<file path="config.mk">
export PLATFORM = sky130hd
export DESIGN_NAME = box_rasterizer_flat
export DESIGN_NICKNAME = d
export VERILOG_FILES = /design/src/rtl/pong_pkg.sv /design/src/rtl/box_rasterizer_if.sv /design/src/rtl/box_rasterizer_raster_counter.sv /design/src/rtl/box_rasterizer.sv /design/src/flat_wrapper.sv
export SDC_FILE = /design/constraint.sdc
export NUM_CORES = 1
export LEC_CHECK = 0
export CAP_MARGIN = 5
export CORE_MARGIN = 2
export CORE_UTILIZATION = 53
export CTS_CLUSTER_SIZE = 12
export DETAILED_ROUTE_END_ITERATION = 8
export GPL_ROUTABILITY_DRIVEN = 0
export PLACE_DENSITY = 0.85
export SYNTH_ARGS = -nofsm -noshare
export SYNTH_HDL_FRONTEND = slang
export SYNTH_SLANG_ARGS = --single-unit
</file>
<file path="constraint.sdc">
create_clock -name clock -period 6.5 [get_ports clock]
set_input_delay 0.65 -clock clock [delete_from_list [all_inputs] [get_ports clock]]
set_output_delay 0.65 -clock clock [all_outputs]
set_load 0.1 [all_outputs]
</file>
<file path="src/rtl/pong_pkg.sv">
// Shared pong constants: screen geometry, field widths and rasterizer states.
// Imported by the rasterizer, screen drawer and location processors.
package pong_pkg;

  localparam int SCREEN_WIDTH  = 320;
  localparam int SCREEN_HEIGHT = 240;
  localparam int COORD_W       = 9;
  localparam int COLOR_W       = 3;
  localparam int SUM_W         = COORD_W + 1;

  localparam logic [1:0] ST_IDLE = 2'd0;
  localparam logic [1:0] ST_DRAW = 2'd1;
  localparam logic [1:0] ST_DONE = 2'd2;

endpackage

</file>
<file path="src/rtl/box_rasterizer_if.sv">
// Box command handshake plus vga_adapter plot bus.
// slave: rasterizer side; master: command source / pixel sink side.
interface box_rasterizer_if;
  import pong_pkg::*;

  logic               s_valid;
  logic               s_ready;
  logic [COORD_W-1:0] in_box_x;
  logic [COORD_W-1:0] in_box_y;
  logic [COORD_W-1:0] in_box_w;
  logic [COORD_W-1:0] in_box_h;
  logic [COLOR_W-1:0] in_box_color;
  logic [8:0]         vga_x;
  logic [7:0]         vga_y;
  logic [COLOR_W-1:0] colour;
  logic               plot;
  logic               busy;
  logic               done;

  modport slave (
    input  s_valid, in_box_x, in_box_y,
    input  in_box_w, in_box_h, in_box_color,
    output s_ready, vga_x, vga_y, colour,
    output plot, busy, done
  );

  modport master (
    output s_valid, in_box_x, in_box_y,
    output in_box_w, in_box_h, in_box_color,
    input  s_ready, vga_x, vga_y, colour,
    input  plot, busy, done
  );

endinterface

</file>
<file path="src/rtl/box_rasterizer_raster_counter.sv">
// 2-D raster scan counter: cx inner, cy outer, last at (w-1, h-1).
// Ports: clock, reset, clr, en, w, h in; cx, cy, last out.
module raster_counter
  import pong_pkg::*;
(
  input  logic               clock,
  input  logic               reset,
  input  logic               clr,
  input  logic               en,
  input  logic [COORD_W-1:0] w,
  input  logic [COORD_W-1:0] h,
  output logic [COORD_W-1:0] cx,
  output logic [COORD_W-1:0] cy,
  output logic               last
);

  logic [COORD_W-1:0] cx_q, cx_d;
  logic [COORD_W-1:0] cy_q, cy_d;
  logic               x_end;

  assign x_end = (cx_q == w - COORD_W'(1));
  assign last  = x_end && (cy_q == h - COORD_W'(1));
  assign cx    = cx_q;
  assign cy    = cy_q;

  always_comb begin
    cx_d = cx_q;
    cy_d = cy_q;
    if (clr) begin
      cx_d = '0;
      cy_d = '0;
    end else if (en) begin
      if (x_end) begin
        cx_d = '0;
        cy_d = cy_q + COORD_W'(1);
      end else begin
        cx_d = cx_q + COORD_W'(1);
      end
    end
  end

  always_ff @(posedge clock) begin
    if (reset) begin
      cx_q <= '0;
      cy_q <= '0;
    end else begin
      cx_q <= cx_d;
      cy_q <= cy_d;
    end
  end

endmodule

</file>
<file path="src/rtl/box_rasterizer.sv">
// Box rasterizer: accepts a box command, scans it one pixel per clock.
// Ports: clock, reset, bus (slave: command in, vga plot/busy/done out).
module box_rasterizer
  import pong_pkg::*;
(
  input  logic             clock,
  input  logic             reset,
  box_rasterizer_if.slave  bus
);

  logic [1:0]         state_q, state_d;
  logic [COORD_W-1:0] x0_q, x0_d;
  logic [COORD_W-1:0] y0_q, y0_d;
  logic [COORD_W-1:0] w_q, w_d;
  logic [COORD_W-1:0] h_q, h_d;
  logic [COLOR_W-1:0] col_q, col_d;

  logic               accept;
  logic               drawing;
  logic [COORD_W-1:0] cx, cy;
  logic               last;
  logic [SUM_W-1:0]   x_sum, y_sum;
  logic               visible;

  assign accept  = (state_q == ST_IDLE) && bus.s_valid;
  assign drawing = (state_q == ST_DRAW);

  raster_counter u_cnt (
    .clock (clock),
    .reset (reset),
    .clr   (accept),
    .en    (drawing),
    .w     (w_q),
    .h     (h_q),
    .cx    (cx),
    .cy    (cy),
    .last  (last)
  );

  // One extra bit so positions past 511 are still clipped, not wrapped.
  assign x_sum   = {1'b0, x0_q} + {1'b0, cx};
  assign y_sum   = {1'b0, y0_q} + {1'b0, cy};
  assign visible = (x_sum < SUM_W'(SCREEN_WIDTH)) &&
                   (y_sum < SUM_W'(SCREEN_HEIGHT));

  always_comb begin
    state_d = state_q;
    x0_d    = x0_q;
    y0_d    = y0_q;
    w_d     = w_q;
    h_d     = h_q;
    col_d   = col_q;
    case (state_q)
      ST_IDLE: begin
        if (bus.s_valid) begin
          x0_d  = bus.in_box_x;
          y0_d  = bus.in_box_y;
          w_d   = bus.in_box_w;
          h_d   = bus.in_box_h;
          col_d = bus.in_box_color;
          if (bus.in_box_w == '0 || bus.in_box_h == '0)
            state_d = ST_DONE;
          else
            state_d = ST_DRAW;
        end
      end
      ST_DRAW: begin
        if (last)
          state_d = ST_DONE;
      end
      ST_DONE: begin
        state_d = ST_IDLE;
      end
      default: begin
        state_d = ST_IDLE;
      end
    endcase
  end

  always_ff @(posedge clock) begin
    if (reset) begin
      state_q <= ST_IDLE;
      x0_q    <= '0;
      y0_q    <= '0;
      w_q     <= '0;
      h_q     <= '0;
      col_q   <= '0;
    end else begin
      state_q <= state_d;
      x0_q    <= x0_d;
      y0_q    <= y0_d;
      w_q     <= w_d;
      h_q     <= h_d;
      col_q   <= col_d;
    end
  end

  assign bus.s_ready = (state_q == ST_IDLE);
  assign bus.busy    = (state_q != ST_IDLE);
  assign bus.done    = (state_q == ST_DONE);
  assign bus.plot    = drawing && visible;
  assign bus.vga_x   = drawing ? x_sum[8:0] : 9'd0;
  assign bus.vga_y   = drawing ? y_sum[7:0] : 8'd0;
  assign bus.colour  = drawing ? col_q : '0;

endmodule

</file>
<file path="src/flat_wrapper.sv">
// flat-port wrapper written by rule: the top's interface ports become plain ports
module box_rasterizer_flat import pong_pkg::*;
  (clock, reset, bus_s_valid, bus_in_box_x, bus_in_box_y, bus_in_box_w, bus_in_box_h, bus_in_box_color, bus_s_ready, bus_vga_x, bus_vga_y, bus_colour, bus_plot, bus_busy, bus_done);
  box_rasterizer_if bus_i ();
  input  logic clock;
  input  logic reset;
  input wire logic [$bits(bus_i.s_valid)-1:0] bus_s_valid;
  input wire logic [$bits(bus_i.in_box_x)-1:0] bus_in_box_x;
  input wire logic [$bits(bus_i.in_box_y)-1:0] bus_in_box_y;
  input wire logic [$bits(bus_i.in_box_w)-1:0] bus_in_box_w;
  input wire logic [$bits(bus_i.in_box_h)-1:0] bus_in_box_h;
  input wire logic [$bits(bus_i.in_box_color)-1:0] bus_in_box_color;
  output wire logic [$bits(bus_i.s_ready)-1:0] bus_s_ready;
  output wire logic [$bits(bus_i.vga_x)-1:0] bus_vga_x;
  output wire logic [$bits(bus_i.vga_y)-1:0] bus_vga_y;
  output wire logic [$bits(bus_i.colour)-1:0] bus_colour;
  output wire logic [$bits(bus_i.plot)-1:0] bus_plot;
  output wire logic [$bits(bus_i.busy)-1:0] bus_busy;
  output wire logic [$bits(bus_i.done)-1:0] bus_done;
  assign bus_i.s_valid = bus_s_valid;
  assign bus_i.in_box_x = bus_in_box_x;
  assign bus_i.in_box_y = bus_in_box_y;
  assign bus_i.in_box_w = bus_in_box_w;
  assign bus_i.in_box_h = bus_in_box_h;
  assign bus_i.in_box_color = bus_in_box_color;
  assign bus_s_ready = bus_i.s_ready;
  assign bus_vga_x = bus_i.vga_x;
  assign bus_vga_y = bus_i.vga_y;
  assign bus_colour = bus_i.colour;
  assign bus_plot = bus_i.plot;
  assign bus_busy = bus_i.busy;
  assign bus_done = bus_i.done;
  box_rasterizer u_core (.clock(clock), .reset(reset), .bus(bus_i));
endmodule
</file>
==> impl_metrics.json <==
{
  "setup_ws_ps": 2040,
  "power_density_nw_per_um2": 197,
  "crit_chain": "ha_1 -> inv_1 -> fa_1 -> nor2b_1 -> o21a_1 -> o21a_1 -> and3_1 -> a21oi_1 -> o221ai_1 -> and4b_1 -> clkdlybuf4s50_1",
  "cts_buffers": 9,
  "r2r_start": "u_core.w_q[0]",
  "final_common_cell": "nand2_1",
  "drv_cap": 0,
  "min-delay-path-class": "reg2reg",
  "synth.area.top_cells": "dfxtp_1 32%, nand2_1 9.7%, a21oi_1 7.7%, ha_1 7.4%, xor2_1 5.4%",
  "ys.flop_type": "dfxtp_1",
  "rr_worst_depth": 9,
  "setup_viol": 0,
  "numClockSinks": 59,
  "pre_cts_slack_ps": 2470,
  "syn_nets": 548,
  "fin_nets": 605,
  "drt-met1-wl_um": 3940,
  "irDropWorstVdd_mv": 0.112,
  "p_leak_uw": 0.00182,
  "io_buffers": 65,
  "max_freq_ghz": 0.224,
  "dr_wl_met2_um": 4650,
  "layout_common_cells": "96 x nand2_1, 65 x clkdlybuf4s50_1, 59 x dfxtp_1, 57 x a21oi_1, 39 x nor2_1",
  "wl_met3_um": 455,
  "rrSetupSlack_ps": 3800,
  "end_kind": "output port",
  "cts.clk_slew.worst_paths_ps": 60,
  "cp_max_fo": 7,
  "register_area_um2": 1180,
  "clk_path_buf_depth": 2,
  "antenna_found_initial": 0,
  "yosys.area.top_type_share_pct": 31.8,
  "crit_cells": 11,
  "diodes": 0,
  "cts_resized": 0,
  "async_flop_share_pct": 0,
  "tightest_slew_ps": 1000,
  "netlist_area_um2": 3710,
  "crit_family": "buffers and inverters",
  "required_ps": 5850,
  "drt_iter0_markers": 183,
  "startpoint_type": "register",
  "hold_start": "u_core.col_q[1]",
  "timing.final.crit_period_ps": 4460,
  "wl_um": 9180,
  "start_util_pct": 54.6,
  "drive_gt1_share_pct": 4.97,
  "power_uw": 903,
  "whs_ps": 462,
  "clockRootBuffer": "clkbuf_8",
  "place_hpwl_um": 6600,
  "ant_nets": 0,
  "h-tree-depth": 3,
  "outcome": "finished clean",
  "path_buf_inv": 2,
  "cts_setup_buffers": 0,
  "die-area_um2": 7690,
  "synth_edf_count": 0,
  "ios": 66,
  "overflow": 0,
  "fin_crit_sh_pct": 68.7,
  "final_cell_area_um2": 4590,
  "core_um2": 6790,
  "syn_area_per_cell_um2": 7.70,
  "hold_buffers": 0,
  "min_path_cells": 2,
  "finalSetupTns_ps": 0,
  "top_layer": "met4",
  "grt_pass1_wl_um": 15100,
  "yosysWarnings": 0,
  "drt_first_pass_iters": 4,
  "place_area_um2": 4410,
  "drc": 0,
  "final-max-slew-violation-count": 0,
  "path_class": "reg2out",
  "slowest_stage": "clkdlybuf4s50_1",
  "crit_path_frequent_cell": "o21a_1",
  "die_h_um": 87.7,
  "die_x_um": 87.7,
  "syn2layout_area_growth_pct": 23.5,
  "yosysSeqAreaShare_pct": 31.8,
  "hold_violations": 0,
  "cts_tree": "done",
  "yosysTopAreaCell": "dfxtp_1",
  "critPathArrivalTime_ps": 3810,
  "yosysUniqueCellTypes": 54,
  "fill_cells": 541,
  "multiInputGateArea_um2": 2390,
  "grt_usage_pct": 24.8,
  "skew_ps": 4.83,
  "first_global_vias": 3360,
  "slew_headroom_pct": 32.8,
  "cp-startpoint": "u_core.u_cnt.cx[0]",
  "dr_total_vias": 3534,
  "grt_max_degree": 44,
  "viasPerCell": 5.53,
  "route.detailed.wl_per_inst_um": 14.4,
  "synth_seq_cells": 59,
  "insertion_delay_ps": 340,
  "rsz0062_at_grt": "no",
  "max_stage_delay_ps": 1130,
  "syn_inst": 482,
  "row_count": 30
}
flip-flops by register name, indices dropped and copies added (netlist names):
signal and cells:
u_core.u_cnt.cy 9, u_core.h_q 9, u_core.col_q 3, u_core.u_cnt.cx 9, u_core.x0_q 9, u_core.y0_q 9, u_core.w_q 9, u_core.state_q 2
worst min-delay path: stages, from the launching register on:
cell and delay, ps:
dfxtp_1 310, nand2_1 50, a21oi_1 50
cells in the mapped netlist (6+ instances only):
cell and instances:
nand2_1 96, dfxtp_1 59, a21oi_1 57, nor2_1 39, xor2_1 23, ha_1 22, xnor2_1 20, clkbuf_1 18
nand3_1 12, o21ai_0 12, and2_1 11, inv_1 10, nor3_1 10, nand2b_1 8, a21o_1 6, nor2b_1 6
worst paths after layout:
| kind | to |
|---|---|
| hold / removal | u_core.col_q[1] |
| setup reg to reg | u_core.u_cnt.cy[7] |
| hold reg to reg | u_core.col_q[1] |
| setup / recovery | bus_plot |
per-stage QoR:
step / utilization, % / instances
4_1_cts: 67.5 / 639
5_1_grt: 67.5 / 639
2_1_floorplan: - / 482
6_report: 67.5 / 639
3_5_place_dp: 64.9 / 624
3_3_place_gp: 64.9 / 624
power by group:
part	internal (uW)	leakage (uW)	total, uW	switching, uW
sequential	378	0.000482	394	16.8
clock	166	0.0000953	312	146
combinational	79.1	0.00125	197	117
total	623	0.00182	903	280
layer usage:
metal / GRT usage [%] / vias up
met5: 0 / -
met4: 8.81 / 0
met3: 5.09 / 13
met2: 44.4 / 107
met1: 29.2 / 1641
li1: - / 1773
cells by family after synthesis:
logic type,share of synthesized area [%]
xor+xnor,10.8
flops,31.8
fa+ha+maj,8.49
mux,0.270
simple gates,28.8
buf+inv,3.67
compound gates,16.2
area by class of cell:
class / instances / area share [%]
clock inverters: 2 / 0.218
flip-flops and latches: 59 / 25.8
repair buffers: 68 / 14.7
well taps: 96 / 2.62
multi-input cells: 391 / 52.2
clock buffers: 13 / 3.68
inverters: 10 / 0.819
Power figures use the tool's default switching activity.
